$ cat config.mk
export PLATFORM = sky130hd
export DESIGN_NAME = n64_read_response
export DESIGN_NICKNAME = d
export VERILOG_FILES = /design/src/rtl/n64_read_response.sv
export SDC_FILE = /design/constraint.sdc
export NUM_CORES = 1
export LEC_CHECK = 0
export CAP_MARGIN = 10
export CORE_MARGIN = 3
export CORE_UTILIZATION = 60
export CTS_BUF_LIST = sky130_fd_sc_hd__clkbuf_8 sky130_fd_sc_hd__clkbuf_16
export DETAILED_ROUTE_END_ITERATION = 12
export PLACE_DENSITY = 0.84
export REMOVE_ABC_BUFFERS = 1
export SETUP_SLACK_MARGIN = 0.5
export SYNTH_ARGS = -nofsm -noshare
export SYNTH_HDL_FRONTEND = slang
export SYNTH_SLANG_ARGS = --single-unit
$ cat constraint.sdc
create_clock -name clk -period 5.7 [get_ports clk]
set_clock_uncertainty 0.15 [all_clocks]
set_input_delay 0.855 -clock clk [delete_from_list [all_inputs] [get_ports clk]]
set_output_delay 0.855 -clock clk [all_outputs]
set_load 0.01 [all_outputs]
$ cat src/rtl/n64_read_response.sv
// N64 controller status-response receiver: decodes 32 pulse-width bits MSB-first,
// strobes the assembled word, and aborts with a timeout pulse on a silent or stuck line.
`timescale 1ns/1ps
module n64_read_response #(
  parameter int BIT_SAMPLE = 200,
  parameter int TIMEOUT    = 1000,
  parameter int NUM_BITS   = 32
) (
  input  logic                clk,
  input  logic                rst,
  input  logic                begin_read,
  input  logic                data_in,
  output logic                reading_data,
  output logic [NUM_BITS-1:0] button_data,
  output logic                data_valid,
  output logic                timeout_err,
  output logic [2:0]          dbg_state
);

  typedef enum logic [2:0] {
    IDLE      = 3'd0,
    WAIT_FALL = 3'd1,
    SAMPLE    = 3'd2,
    WAIT_RISE = 3'd3,
    STOP_LOW  = 3'd4
  } state_e;

  localparam int IW = $clog2(NUM_BITS + 1);
  // Compare against the pre-increment count, so each wait lasts exactly N cycles.
  localparam logic [15:0]   SAMPLE_LAST = 16'(BIT_SAMPLE - 1);
  localparam logic [15:0]   WAIT_LAST   = 16'(TIMEOUT - 1);
  localparam logic [15:0]   RISE_LAST   = 16'(BIT_SAMPLE + TIMEOUT - 1);
  localparam logic [IW-1:0] IDX_LAST    = IW'(NUM_BITS);

  state_e              state_q, state_d;
  logic [15:0]         cnt_q, cnt_d;
  logic [IW-1:0]       idx_q, idx_d;
  logic [NUM_BITS-1:0] shreg_q, shreg_d;
  logic [NUM_BITS-1:0] button_q, button_d;
  logic                valid_q, valid_d;
  logic                tout_q, tout_d;
  logic                sync1_q, line_s_q, line_d_q;
  logic                fall, rise;

  always_ff @(posedge clk) begin
    if (rst) begin
      sync1_q  <= 1'b1;
      line_s_q <= 1'b1;
      line_d_q <= 1'b1;
      state_q  <= IDLE;
      cnt_q    <= '0;
      idx_q    <= '0;
      shreg_q  <= '0;
      button_q <= '0;
      valid_q  <= 1'b0;
      tout_q   <= 1'b0;
    end else begin
      sync1_q  <= data_in;
      line_s_q <= sync1_q;
      line_d_q <= line_s_q;
      state_q  <= state_d;
      cnt_q    <= cnt_d;
      idx_q    <= idx_d;
      shreg_q  <= shreg_d;
      button_q <= button_d;
      valid_q  <= valid_d;
      tout_q   <= tout_d;
    end
  end

  assign fall = line_d_q & ~line_s_q;
  assign rise = ~line_d_q & line_s_q;

  always_comb begin
    state_d  = state_q;
    cnt_d    = cnt_q;
    idx_d    = idx_q;
    shreg_d  = shreg_q;
    button_d = button_q;
    valid_d  = 1'b0;
    tout_d   = 1'b0;
    case (state_q)
      IDLE: begin
        if (begin_read) begin
          state_d = WAIT_FALL;
          cnt_d   = '0;
          idx_d   = '0;
          shreg_d = '0;
        end
      end
      WAIT_FALL: begin
        if (fall) begin
          cnt_d   = '0;
          state_d = (idx_q == IDX_LAST) ? STOP_LOW : SAMPLE;
        end else if (cnt_q == WAIT_LAST) begin
          state_d = IDLE;
          tout_d  = 1'b1;
        end else begin
          cnt_d = cnt_q + 16'd1;
        end
      end
      SAMPLE: begin
        // Edges during the low pulse are ignored; only the sample point matters.
        cnt_d = cnt_q + 16'd1;
        if (cnt_q == SAMPLE_LAST) begin
          shreg_d = {shreg_q[NUM_BITS-2:0], line_s_q};
          idx_d   = idx_q + IW'(1);
          if (line_s_q) begin
            state_d = WAIT_FALL;
            cnt_d   = '0;
          end else begin
            state_d = WAIT_RISE;
          end
        end
      end
      WAIT_RISE: begin
        if (rise) begin
          state_d = WAIT_FALL;
          cnt_d   = '0;
        end else if (cnt_q == RISE_LAST) begin
          state_d = IDLE;
          tout_d  = 1'b1;
        end else begin
          cnt_d = cnt_q + 16'd1;
        end
      end
      STOP_LOW: begin
        if (rise) begin
          button_d = shreg_q;
          valid_d  = 1'b1;
          state_d  = IDLE;
        end else if (cnt_q == WAIT_LAST) begin
          state_d = IDLE;
          tout_d  = 1'b1;
        end else begin
          cnt_d = cnt_q + 16'd1;
        end
      end
      default: state_d = IDLE;
    endcase
  end

  assign reading_data = (state_q != IDLE);
  assign button_data  = button_q;
  assign data_valid   = valid_q;
  assign timeout_err  = tout_q;
  assign dbg_state    = state_q;

endmodule

# Word-level counts from Yosys, hierarchy flattened

Index checks and enable logic that the tools add are counted.

Register bits: 94
Output and inout port bits: 38
Logic and storage cells: 71
Input bits: 4

Bitwise operators: 5
Add/subtract/negate cells: 2
Mux-type cells: 32
Eq/ne operators: 13
Reductions and logical operators: 9

Operator list:

| cell                    | count |
|---|---|
| $mux W16                | 8 |
| $pmux W16 S5            | 1 |
| $mux W32                | 2 |
| $pmux W32 S2            | 1 |
| $mux W3                 | 8 |
| $add A16 B1 Y16 const B | 1 |
| $eq A16 B10 Y1 const B  | 1 |
| $eq A16 B11 Y1 const B  | 1 |
| $eq A16 B8 Y1 const B   | 1 |
| $pmux W3 S5             | 1 |
| $mux W6                 | 2 |
| $pmux W6 S2             | 1 |
| $add A6 B1 Y6 const B   | 1 |
| $eq A3 B2 Y1 const B    | 2 |
| $eq A6 B6 Y1 const B    | 1 |
| $mux W1                 | 6 |
| $ne A2 B2 Y1 const B    | 3 |
| $ne A3 B3 Y1 const B    | 2 |
| $reduce_and A3 Y1       | 2 |
| $reduce_bool A5 Y1      | 1 |
| $reduce_and A4 Y1       | 1 |
| $eq A3 B1 Y1 const B    | 1 |
| $eq A3 B3 Y1 const B    | 1 |
| $logic_not A3 Y1        | 1 |
| 8 further kinds         | 11 |

# Logic depth before layout (Yosys ltp)

Gate-level depths: netlist of the first run.

Depth after elaboration: 4
Gate-level depth with buffers: 8
Mapped depth without buffers: 7

# Worst setup path before layout of the first run

No wires, ideal clock.

Kind: register to register
Start: register cnt_q[0]
End: register cnt_q[13]
Stages on the path, launching flop included: 7
Path buffers: 0
Required time: 5.433 ns
Arrival: 1.912 ns
Period minus slack after synthesis: 2.179 ns
Setup time: 0.117 ns
Setup slack: 3.521 ns
Cells stage by stage: dfxtp_1 > ha_1 > nor4bb_1 > nand4_1 > a221oi_4 > o21ai_1 > a32o_1

Longest elaborated chain between the ends: 4
Elaborated cells on any way between the ends: 14
Those cells by class: add/sub (1); eq/ne (4); mux (8); reduce/logical (1)

Ends and longest elaborated chain:

| element                                           | RTL line | text |
|---|---|---|
| start: declaration                                | 36       | `logic [15:0] cnt_q, cnt_d;` |
| start signal: assignment                          | 62       | `cnt_q <= cnt_d;` |
| $add A16 B1 Y16 or $eq A16 B10 Y1 (tied branches) | --       |  |
| $mux W16 (on tied branches) (2 in series)         | --       |  |
| $pmux W16 S5                                      | 82       | `case (state_q)` |

Parallel ways exist; a longest one is shown, timed or not. The select of a mux whose other input is x is not followed.
A chain may end at the register's enable or synchronous reset.

# Worst setup path in the final report of the first run

Start: register cnt_q[7]
End: register idx_q[0]

Longest elaborated chain between the ends: 3

Ends and longest elaborated chain:

| element                            | RTL line | text |
|---|---|---|
| $eq A16 B8 Y1                      | 105      | `if (cnt_q == SAMPLE_LAST) begin` |
| $ne A2 B2 Y1 (no source line)      | --       |  |
| $reduce_and A3 Y1 (no source line) | --       |  |
| end signal: assignment             | 63       | `idx_q <= idx_d;` |
| end: declaration                   | 37       | `logic [IW-1:0] idx_q, idx_d;` |

No other way between the ends.

==> summary.md, run 1 <==
| Metric | Value |
|---|---|
| Clock slew seen by the registers of the worst setup and hold paths | 0.09 ns |
| Seq pwr share | between 50% and 60% |
| Core box area | 6460 µm² |
| CTS sink count | 94 |
| CP Class | reg -> reg |
| Cell taking the most area after synthesis | dfxtp_1 |
| Maximum capacitance violations | 0 |
| RSZ-0062 raised after global routing | no |
| Synthesized cell area | 4070 µm² |
| Max Slew Vio Count | 0 |
| Vias in the first global route | 3422 |
| CTS root buf | clkbuf_8 |
| Met3 usage | 4.19% |
| Switching share of power | 25.0% |
| Grt met2 use | 38.4% |
| Post-synth ARST share | 0% |
| Initial DRT Pass Iterations | 5 |
| Initial antenna violation count | 0 |
| Via-per-instance ratio | ~6.2 |
| Die ar. | 7800 µm² |
| Slew headroom | between 20% and 30% |
| Register area share after synthesis | 46.3% |
| Drt total wl | 9.22 mm |
| Fmax achieved | 280 MHz |
| Hold_ws | between 0.2 and 0.3 ns |
| Tcrit/Tclk final | a little over three fifths |
| DR WL/cell | 15.1 µm |
| Setup-failing EPs final | 0 |
| Nets | 536 |
| Lkg Pwr | roughly 1.5 nW |
| Total GRT Usage | 25.3% |
| Hold crit path type | reg -> reg |
| GR Util met1 | a little over a third |
| Rows | 29 |
| Worst VDD drop | 0.160 mV |
| Status | completed |
| Worst slack at placement | 2.28 ns |
| Crit-path max FO | 38 |
| Unique masters post-synth | 53 |
| CTS tree | built |
| Area contributors post-synth | dfxtp_1 46%, nand2_1 11%, a21oi_1 10% |
| H-Tree Level Count | 3 |
| Comb power frac | 7.5% |
| CP Capture Type | flip-flop |
| Initial core utilization | 63.0% |
| Post-CTS Hold Buffers | 0 |
| Filler cells | 496 |
| Ys Warns | 0 |
| Post-layout min period | 3.58 ns |
| P&R area growth vs syn | 14.8% |
| Final Wtd Congestion | 0.914 |
| CTS Buf Count | 9 |
| Post-CTS resize count | 0 |
| Die width | roughly 88 µm |
| Setup slack after layout | 2.12 ns |
| Port Buf Inserts | 41 |
| Setup TNS | 0 ns |
| Pint | roughly 0.93 mW |
| Worst Setup Start Kind | flip-flop |
| Clock Latency Late Sink | 0.36 ns |
| GRT overflow | 0 |
| Worst slew pin tran | 1.15 ns |
| Layout cells sized above 1 | 7.32% |
| PD cells | 267 nW/µm² |
| Worst EP arrival | 3.67 ns |
| Post-route DRC violation count | 0 |
| DPL Wire Length | 5.68 mm |
| Commonest non-fill, non-tap cell in the layout | nand2_1 |
| P_sw | 0.311 mW |
| Max Buffers Root-to-Sink | 2 |
| Clk network pwr share | 38.9% |
| Num ports | 42 |
| Layer with the highest usage | met2 |
| Most frequent cells in the layout | 114 x nand2_1, 94 x dfxtp_1, 84 x a21oi_1 |
| Syn Area/Cell | approximately 8 µm² |
| Number of flops mapped to enable cells by yosys | 0 |
| Via Count | between 3000 and 4000 |
| Die Y | 88.3 µm |
| N_diodes | 0 |
| Largest net degree at the start of global routing | 59 |
| Hold Violations, Final | 0 |
| First-pass GRT wire length | 15.8 mm |
| Worst Path Required | between 5 and 6 ns |
| Post-Synthesis Cells | 509 |
| Antenna Violating Nets Remaining | 0 |
| Initial DRC count | 402 |
| Seq cells post-synth | 94 |
| Post-CTS Setup Bufs | 0 |
| Post-synth top area share | 46.3% |
| Ys flop type | dfxtp_1 |
state kept, by name, summed over array words and instances (netlist names):
name / flops
button_data: 32
dbg_state: 3
line_d_q: 1
sync1_q: 1
timeout_err: 1
cnt_q: 16
idx_q: 6
shreg_q: 32
data_valid: 1
line_s_q: 1
critical path: stages (launching register included):
cell,delay [ns]
dfxtp_1,0.49
nor3b_1,0.52
nand4_1,0.39
mux2i_2,0.25
buf_4,0.38
nand2_1,0.76
xnor2_1,0.42
nor2_1,0.08
power groups by stage:
stage          registers, mW  clock network [mW]  logic (mW)
2_1_floorplan          0.682                   0      0.0540
3_3_place_gp           0.681                   0      0.0893
3_5_place_dp           0.681                   0      0.0912
4_1_cts                0.666               0.489      0.0925
5_1_grt                0.667               0.516       0.103
6_report               0.666               0.485      0.0939
cell families (layout without fill, tap and decap cells):
group           Yosys count  in the layout  synth area share [%]
fa+ha+maj                 3              3                 0.923
xor+xnor                  6              6                  1.29
flops                    94             94                  46.3
mux                       1              1                 0.246
simple gates            242            242                  29.6
buf+inv                  44             68                  4.77
compound gates          119            119                  16.9
worst paths after layout:
| check | start | end | slack [ns] | cells past startpoint |
|---|---|---|---|---|
| max | cnt_q[7] | idx_q[0] | 2.12 | 7 |
| min | sync1_q | line_s_q | 0.28 | 1 |
| max reg2reg | cnt_q[7] | idx_q[0] | 2.12 | 7 |
| min reg2reg | sync1_q | line_s_q | 0.28 | 1 |
layer usage:
metal,up-vias,part of all wire (%)
met5,-,0
met4,0,2.1
met3,22,5.5
met2,142,48
met1,1783,45
li1,1837,-
area by class of cell:
type | instances | area [µm²] | share of cell area (%)
clock buffer | 9 | 124 | 2.65
multi-input combinational | 371 | 2000 | 42.9
timing repair buffer | 47 | 450 | 9.65
sequential | 94 | 1880 | 40.3
clock inverter | 6 | 92.6 | 1.98
tap | 77 | 96.3 | 2.06
inverter | 6 | 22.5 | 0.482
synth_stat cells, drive strengths merged, types with 4 or more instances:
| library cell | number |
|---|---|
| a31oi | 6 |
| and4 | 4 |
| or2 | 4 |
| and3 | 4 |
| nor3 | 8 |
| nand4 | 42 |
| clkbuf | 28 |
| a21oi | 87 |
| nand3 | 9 |
| dfxtp | 94 |
| nand2 | 114 |
| inv | 6 |
| xor2 | 4 |
| nor2 | 25 |
| nand2b | 7 |
| buf | 10 |
| o21ai | 12 |
through the flow:
stage | util, % | total power [mW] | area, µm² | instances
2_1_floorplan | - | 0.736 | 3900 | 471
3_3_place_gp | 68.9 | 0.770 | 4450 | 595
3_5_place_dp | 68.9 | 0.773 | 4450 | 595
4_1_cts | 72.3 | 1.25 | 4670 | 610
5_1_grt | 72.3 | 1.29 | 4670 | 610
6_report | 72.3 | 1.24 | 4670 | 610
Power figures use the tool's default switching activity.
==> inputs of run 2 (changes only) <==
--- a/config.mk
+++ b/config.mk
@@ -7,10 +7,10 @@
 export LEC_CHECK = 0
 export CAP_MARGIN = 10
 export CORE_MARGIN = 3
-export CORE_UTILIZATION = 60
+export CORE_UTILIZATION = 56
 export CTS_BUF_LIST = sky130_fd_sc_hd__clkbuf_8 sky130_fd_sc_hd__clkbuf_16
 export DETAILED_ROUTE_END_ITERATION = 12
-export PLACE_DENSITY = 0.84
+export PLACE_DENSITY = 0.79
 export REMOVE_ABC_BUFFERS = 1
 export SETUP_SLACK_MARGIN = 0.5
 export SYNTH_ARGS = -nofsm -noshare
==> constraint.sdc (replaced) <==
create_clock -name clk -period 3.3 [get_ports clk]
set_clock_uncertainty 0.15 [all_clocks]
set_input_delay 0.495 -clock clk [delete_from_list [all_inputs] [get_ports clk]]
set_output_delay 0.495 -clock clk [all_outputs]
set_load 0.01 [all_outputs]
==> summary.md, run 2 (synthesis gave the netlist of run 1 again) <==
| Metric | Value |
|---|---|
| Worst VDD drop | 0.259 mV (+61%) |
| DPL Wire Length | 6.05 mm (+6.5%) |
| Worst min-delay path startpoint | sync1_q |
| Worst slew pin tran | 0.650 ns (-0.502 ns) |
| Min-Delay Path Depth | 1 (unchanged) |
| P&R area growth vs syn | 18.1% |
| Total GRT Usage | 22.4% (-2.9 points) |
| Setup-failing EPs final | 0 (unchanged) |
| Vias in the first global route | 3251 (-5.0%) |
| Launching point of the worst reg2reg path | dbg_state[2] |
| Crit-path max FO | 14 (-63%) |
| Commonest non-fill, non-tap cell in the layout | nand2_1 |
| Post-route DRC violation count | 0 (unchanged) |
| Largest net degree at the start of global routing | 45 (-24%) |
| Core box area | 6910 µm² (+6.9%) |
| CTS sink count | 94 (unchanged) |
| RSZ-0062 raised after global routing | no |
| Hold Violations, Final | 0 (unchanged) |
| PD cells | 466 nW/µm² (+75%) |
| First-pass GRT wire length | 15.5 mm (-1.6%) |
| CP Class | reg -> reg |
| Final Wtd Congestion | 0.874 (-4.4%) |
| Maximum capacitance violations | 0 (unchanged) |
| Initial antenna violation count | 0 (unchanged) |
| Tcrit/Tclk final | 78.8% (+16 points) |
| Drt total wl | 9.47 mm (+2.7%) |
| CTS Buf Count | 9 (unchanged) |
| H-Tree Level Count | 3 (unchanged) |
| Initial DRC count | 328 (-18%) |
| CTS root buf | clkbuf_8 |
| Num ports | 42 (unchanged) |
| CP max-delay cell | dfxtp_1 |
| N_diodes | 0 (unchanged) |
| Most frequent cells in the layout | 114 x nand2_1, 94 x dfxtp_1, 84 x a21oi_1 |
| Die width | 91.2 µm (+3.3%) |
| CP Capture Type | flip-flop |
| Worst EP arrival | 2.73 ns (-0.94 ns) |
| Max Slew Vio Count | 0 (unchanged) |
| Post-layout min period | 2.60 ns (-0.977 ns) |
| Nets | 546 (+1.9%) |
| Initial DRT Pass Iterations | 6 (+1) |
| Rows | 30 (+3.4%) |
| Initial core utilization | 58.9% (-4.1 points) |
| CTS tree | built |
| Critical path, cell by cell | or3b_4 -> o22ai_2 -> o21ai_2 -> a21oi_2 -> or3b_1 -> a21oi_1 |
| Antenna Violating Nets Remaining | 0 (unchanged) |
| Hold worst-path end | line_s_q |
| R2R depth | 6 (-1) |
| Worst Setup Start Kind | flip-flop |
| Layout cells sized above 1 | 9.02% (+1.7 points) |
| Clock Latency Late Sink | 0.35 ns (about the same) |
| Post-CTS Hold Buffers | 0 (unchanged) |
| Lkg Pwr | 1.52 nW (+4.8%) |
| Setup TNS | 0 ns (unchanged) |
| Die ar. | 8320 µm² (+6.7%) |
| R2r setup slk | 0.70 ns (-1.42 ns) |
| Hold crit path type | reg -> reg |
| FF-to-FF End | cnt_q[9] |
| Via Count | 3754 (-0.79%) |
| Crit path buffers/inverters | 0 (-1) |
| CP max stage delay | 0.63 ns (-0.13 ns) |
| Total power | 2.24 mW (+80%) |
| Worst Path Required | 3.43 ns (-2.36 ns) |
| Via-per-instance ratio | 5.87 (-5.3%) |
| Fmax achieved | 385 MHz (+38%) |
| DR WL/cell | 14.8 µm (-1.9%) |
| Final core occ | 69.6% (-2.7 points) |
| Port Buf Inserts | 41 (unchanged) |
| Worst path top cell family by delay | compound AO/OA/AOI/OAI gates |
| Die Y | 91.2 µm (+3.3%) |
| GRT overflow | 0 (unchanged) |
| Clock slew seen by the registers of the worst setup and hold paths | 0.09 ns (about the same) |
| Status | completed |
| Slew headroom | 56.7% (+34 points) |
| Max Buffers Root-to-Sink | 2 (unchanged) |
## run 2: cell count changes in the layout (fill, tap and decap cells not counted)
cell / before / now
mux2i_4: 0 / 1
inv_8: 0 / 1
clkinvlp_4: 2 / 0
clkinv_4: 0 / 1
buf_4: 6 / 15
bufinv_16: 2 / 3
inv_6: 2 / 1
mux2i_2: 1 / 0
buf_6: 0 / 1
## run 2: per-layer routing
| layer | part of all wire, % | global-route usage [%] | vias up |
|---|---|---|---|
| li1 | - | - | 1846 |
| met1 | 46 | 32.2 | 1746 |
| met2 | 46 | 34.7 | 149 |
| met3 | 6.1 | 3.07 | 13 |
| met4 | 1.2 | 7.41 | 0 |
| met5 | 0 | 0 | - |
## run 2: power by group
| part | internal, mW | total, mW | leakage [nW] | switching [mW] |
|---|---|---|---|---|
| sequential | 1.14 | 1.15 | 0.758 | 0.00952 |
| combinational | 0.0554 | 0.179 | 0.641 | 0.124 |
| clock | 0.508 | 0.910 | 0.122 | 0.401 |
## run 2: worst max-delay path by stage
| stage | startpoint | to | slack (ns) | depth (start not counted) |
|---|---|---|---|---|
| final | dbg_state[2] | cnt_q[9] | 0.70 | 6 |
| after global routing | dbg_state[2] | cnt_q[9] | 0.58 | 6 |
| after detailed placement | cnt_q[0] | shreg_q[29] | 0.67 | 7 |
| after CTS | cnt_q[0] | shreg_q[7] | 0.63 | 7 |
| after floorplan | dbg_state[1] | idx_q[0] | -0.97 | 4 |
| after global placement | cnt_q[0] | shreg_q[30] | 0.80 | 7 |
## run 2: cell type report
| class | count | area, µm² |
|---|---|---|
| well taps | 96 | 120 |
| repair buffers | 57 | 529 |
| fillers | 592 | 2100 |
| multi-input cells | 371 | 2010 |
| clock buffers | 9 | 124 |
| inverters | 6 | 22.5 |
| flip-flops and latches | 94 | 1880 |
| clock inverters | 6 | 119 |
## run 2: what timing repair did
action,4_1_cts,5_1_grt
endpoints found under the setup margin,0,34
buffers inserted,0,4
resized for setup,0,2
## run 2: metrics by stage
| stage | hold WS [ns] | instance area (µm²) | cells | setup WS [ns] |
|---|---|---|---|---|
| after floorplan | 0.239 | 3900 | 471 | -0.974 |
| after global routing | 0.302 | 4810 | 639 | 0.580 |
| after CTS | 0.272 | 4760 | 635 | 0.629 |
| after global placement | 0.242 | 4520 | 620 | 0.804 |
| after detailed placement | 0.246 | 4520 | 620 | 0.668 |
| final | 0.269 | 4810 | 639 | 0.700 |
==> inputs of run 3 (changes only) <==
==> constraint.sdc (replaced) <==
create_clock -name clk -period 2.4 [get_ports clk]
set_clock_uncertainty 0.15 [all_clocks]
set_input_delay 0.36 -clock clk [delete_from_list [all_inputs] [get_ports clk]]
set_output_delay 0.36 -clock clk [all_outputs]
set_load 0.01 [all_outputs]
==> summary.md, run 3 (synthesis gave the netlist of run 1 again) <==
| Metric | Value |
|---|---|
| Final Wtd Congestion | 0.935 (+7.0%) |
| FF-to-FF End | cnt_q[9] |
| Die ar. | 8320 µm² (unchanged) |
| Maximum capacitance violations | 0 (unchanged) |
| Rows | 30 (unchanged) |
| Num ports | 42 (unchanged) |
| Most frequent cells in the layout | 112 x nand2_1, 78 x dfxtp_1, 77 x a21oi_1 |
| Hold worst-path end | line_s_q |
| Worst min-delay path startpoint | sync1_q |
| Filler cells | 451 (-24%) |
| Initial core utilization | 58.9% (unchanged) |
| Largest net degree at the start of global routing | 34 (-24%) |
| Status | completed |
| CP Class | reg -> reg |
| Min-Delay Path Depth | 1 (unchanged) |
| Post-layout min period | 2.28 ns (-0.319 ns) |
| Launching point of the worst reg2reg path | cnt_q[0] |
| Initial antenna violation count | 0 (unchanged) |
| Die width | 91.2 µm (unchanged) |
| Layout cells sized above 1 | 25.7% (+17 points) |
| Port Buf Inserts | 41 (unchanged) |
| CTS root buf | clkbuf_8 |
| Die Y | 91.2 µm (unchanged) |
| Initial DRC count | 450 (+37%) |
| Setup slack after layout | 0.119 ns (-0.581 ns) |
| Hold crit path type | reg -> reg |
| Non-Filler Instances | 688 (+7.7%) |
| R2r setup slk | 0.12 ns (-0.58 ns) |
| DPL Wire Length | 6.59 mm (+9.0%) |
| Cell Area, Placed | 4660 µm² (+3.1%) |
| Setup-failing EPs final | 0 (unchanged) |
| Drt total wl | 12.2 mm (+28%) |
| Vias in the first global route | 3813 (+17%) |
| Worst slew pin tran | 0.493 ns (-0.157 ns) |
| Crit-path max FO | 4 (-10) |
| Worst Setup Start Kind | flip-flop |
| Clock Latency Late Sink | 0.37 ns (+0.02 ns) |
| Final instance area | 5560 µm² (+16%) |
| Hold_ws | 0.277 ns (+0.00786 ns) |
| Total GRT Usage | 27.3% (+4.9 points) |
| Commonest non-fill, non-tap cell in the layout | nand2_1 |
| Initial DRT Pass Iterations | 6 (unchanged) |
| Via-per-instance ratio | 6.13 (+4.3%) |
| Core box area | 6910 µm² (unchanged) |
| CTS tree | built |
| Clock slew seen by the registers of the worst setup and hold paths | 0.10 ns (about the same) |
| CP Capture Type | flip-flop |
| Worst Path Required | 2.54 ns (-0.89 ns) |
| CTS Buf Count | 9 (unchanged) |
| Lkg Pwr | 1.85 nW (+22%) |
| CTS sink count | 94 (unchanged) |
| PD cells | 535 nW/µm² (+15%) |
| Antenna Violating Nets Remaining | 0 (unchanged) |
| N_diodes | 0 (unchanged) |
| Max Slew Vio Count | 0 (unchanged) |
| Via Count | 4214 (+12%) |
| Post-route DRC violation count | 0 (unchanged) |
| Tcrit/Tclk final | 95.0% (+16 points) |
| P&R area growth vs syn | 36.8% |
| DR WL/cell | 17.7 µm (+19%) |
| Fmax achieved | 438 MHz (+14%) |
| Nets | 594 (+8.8%) |
| Dpl cells | 637 (+2.7%) |
| Max Buffers Root-to-Sink | 2 (unchanged) |
| H-Tree Level Count | 3 (unchanged) |
| Worst VDD drop | 0.470 mV (+81%) |
| Hold Violations, Final | 0 (unchanged) |
| RSZ-0062 raised after global routing | yes |
| Worst EP arrival | 2.42 ns (-0.31 ns) |
| Total power | 2.97 mW (+33%) |
| GRT overflow | 0 (unchanged) |
| R2R depth | 8 (+2) |
| Slew headroom | 67.1% (+10 points) |
| Post-CTS Hold Buffers | 0 (unchanged) |
| Worst slack at placement | 0.103 ns (-0.565 ns) |
| First-pass GRT wire length | 18.7 mm (+20%) |
==> run 3: cell count changes in the layout (fill, tap and decap cells not counted), sizes merged <==
cell,before,now
bufinv,3,0
clkdlybuf4s50,40,36
inv,8,10
buf,17,65
dlygate4sd2,0,3
clkinvlp,0,2
bufbuf,0,1
==> run 3: final cells by class <==
class / instances / area (µm²) / share of cell area (%)
inverter: 6 / 22.5 / 0.405
sequential: 94 / 1920 / 34.5
clock buffer: 9 / 124 / 2.23
multi-input combinational: 371 / 2270 / 40.8
clock inverter: 7 / 56.3 / 1.01
tap: 96 / 120 / 2.16
timing repair buffer: 105 / 1060 / 19.0
==> run 3: worst max-delay path, stage by stage, from the launching register on <==
cell,delay (ns)
dfxtp_4,0.39
buf_6,0.10
and3_4,0.19
buf_4,0.14
nand3_1,0.22
nor2_2,0.29
nand4_1,0.12
or3b_1,0.40
a21oi_1,0.20
==> run 3: worst max-delay path by stage <==
| stage | from | end |
|---|---|---|
| after floorplan | dbg_state[1] | idx_q[0] |
| after global placement | begin_read | cnt_q[5] |
| after detailed placement | cnt_q[0] | cnt_q[13] |
| after CTS | cnt_q[0] | cnt_q[15] |
| after global routing | cnt_q[0] | cnt_q[9] |
| final | cnt_q[0] | cnt_q[9] |
==> run 3: through the flow <==
stage	setup TNS, ns	utilization, %
after floorplan	-79.65	-
after global placement	0	67.5
after detailed placement	0	67.5
after CTS	0	77.7
after global routing	0	80.6
final	0	80.6
==> run 3: power breakdown <==
part           leakage [nW]  internal, mW  switching (mW)
Sequential            0.768          1.56          0.0121
Clock                0.0896         0.389           0.607
Combinational         0.991         0.168           0.234
==> run 3: layer usage <==
metal | routed length, µm | track usage [%] | up-vias
met5 | 0 | 0 | -
met4 | 402 | 9.05 | 0
met3 | 1100 | 4.89 | 49
met2 | 5770 | 45.2 | 223
met1 | 4870 | 36.2 | 1985
li1 | - | - | 1957
==> run 3: timing repair <==
action / 4_1_cts / 5_1_grt
gates resized for setup: 90 / 21
pin swaps: 31 / 22
endpoints found under the setup margin: 59 / 57
gates cloned: 2 / 0
buffers inserted: 21 / 12
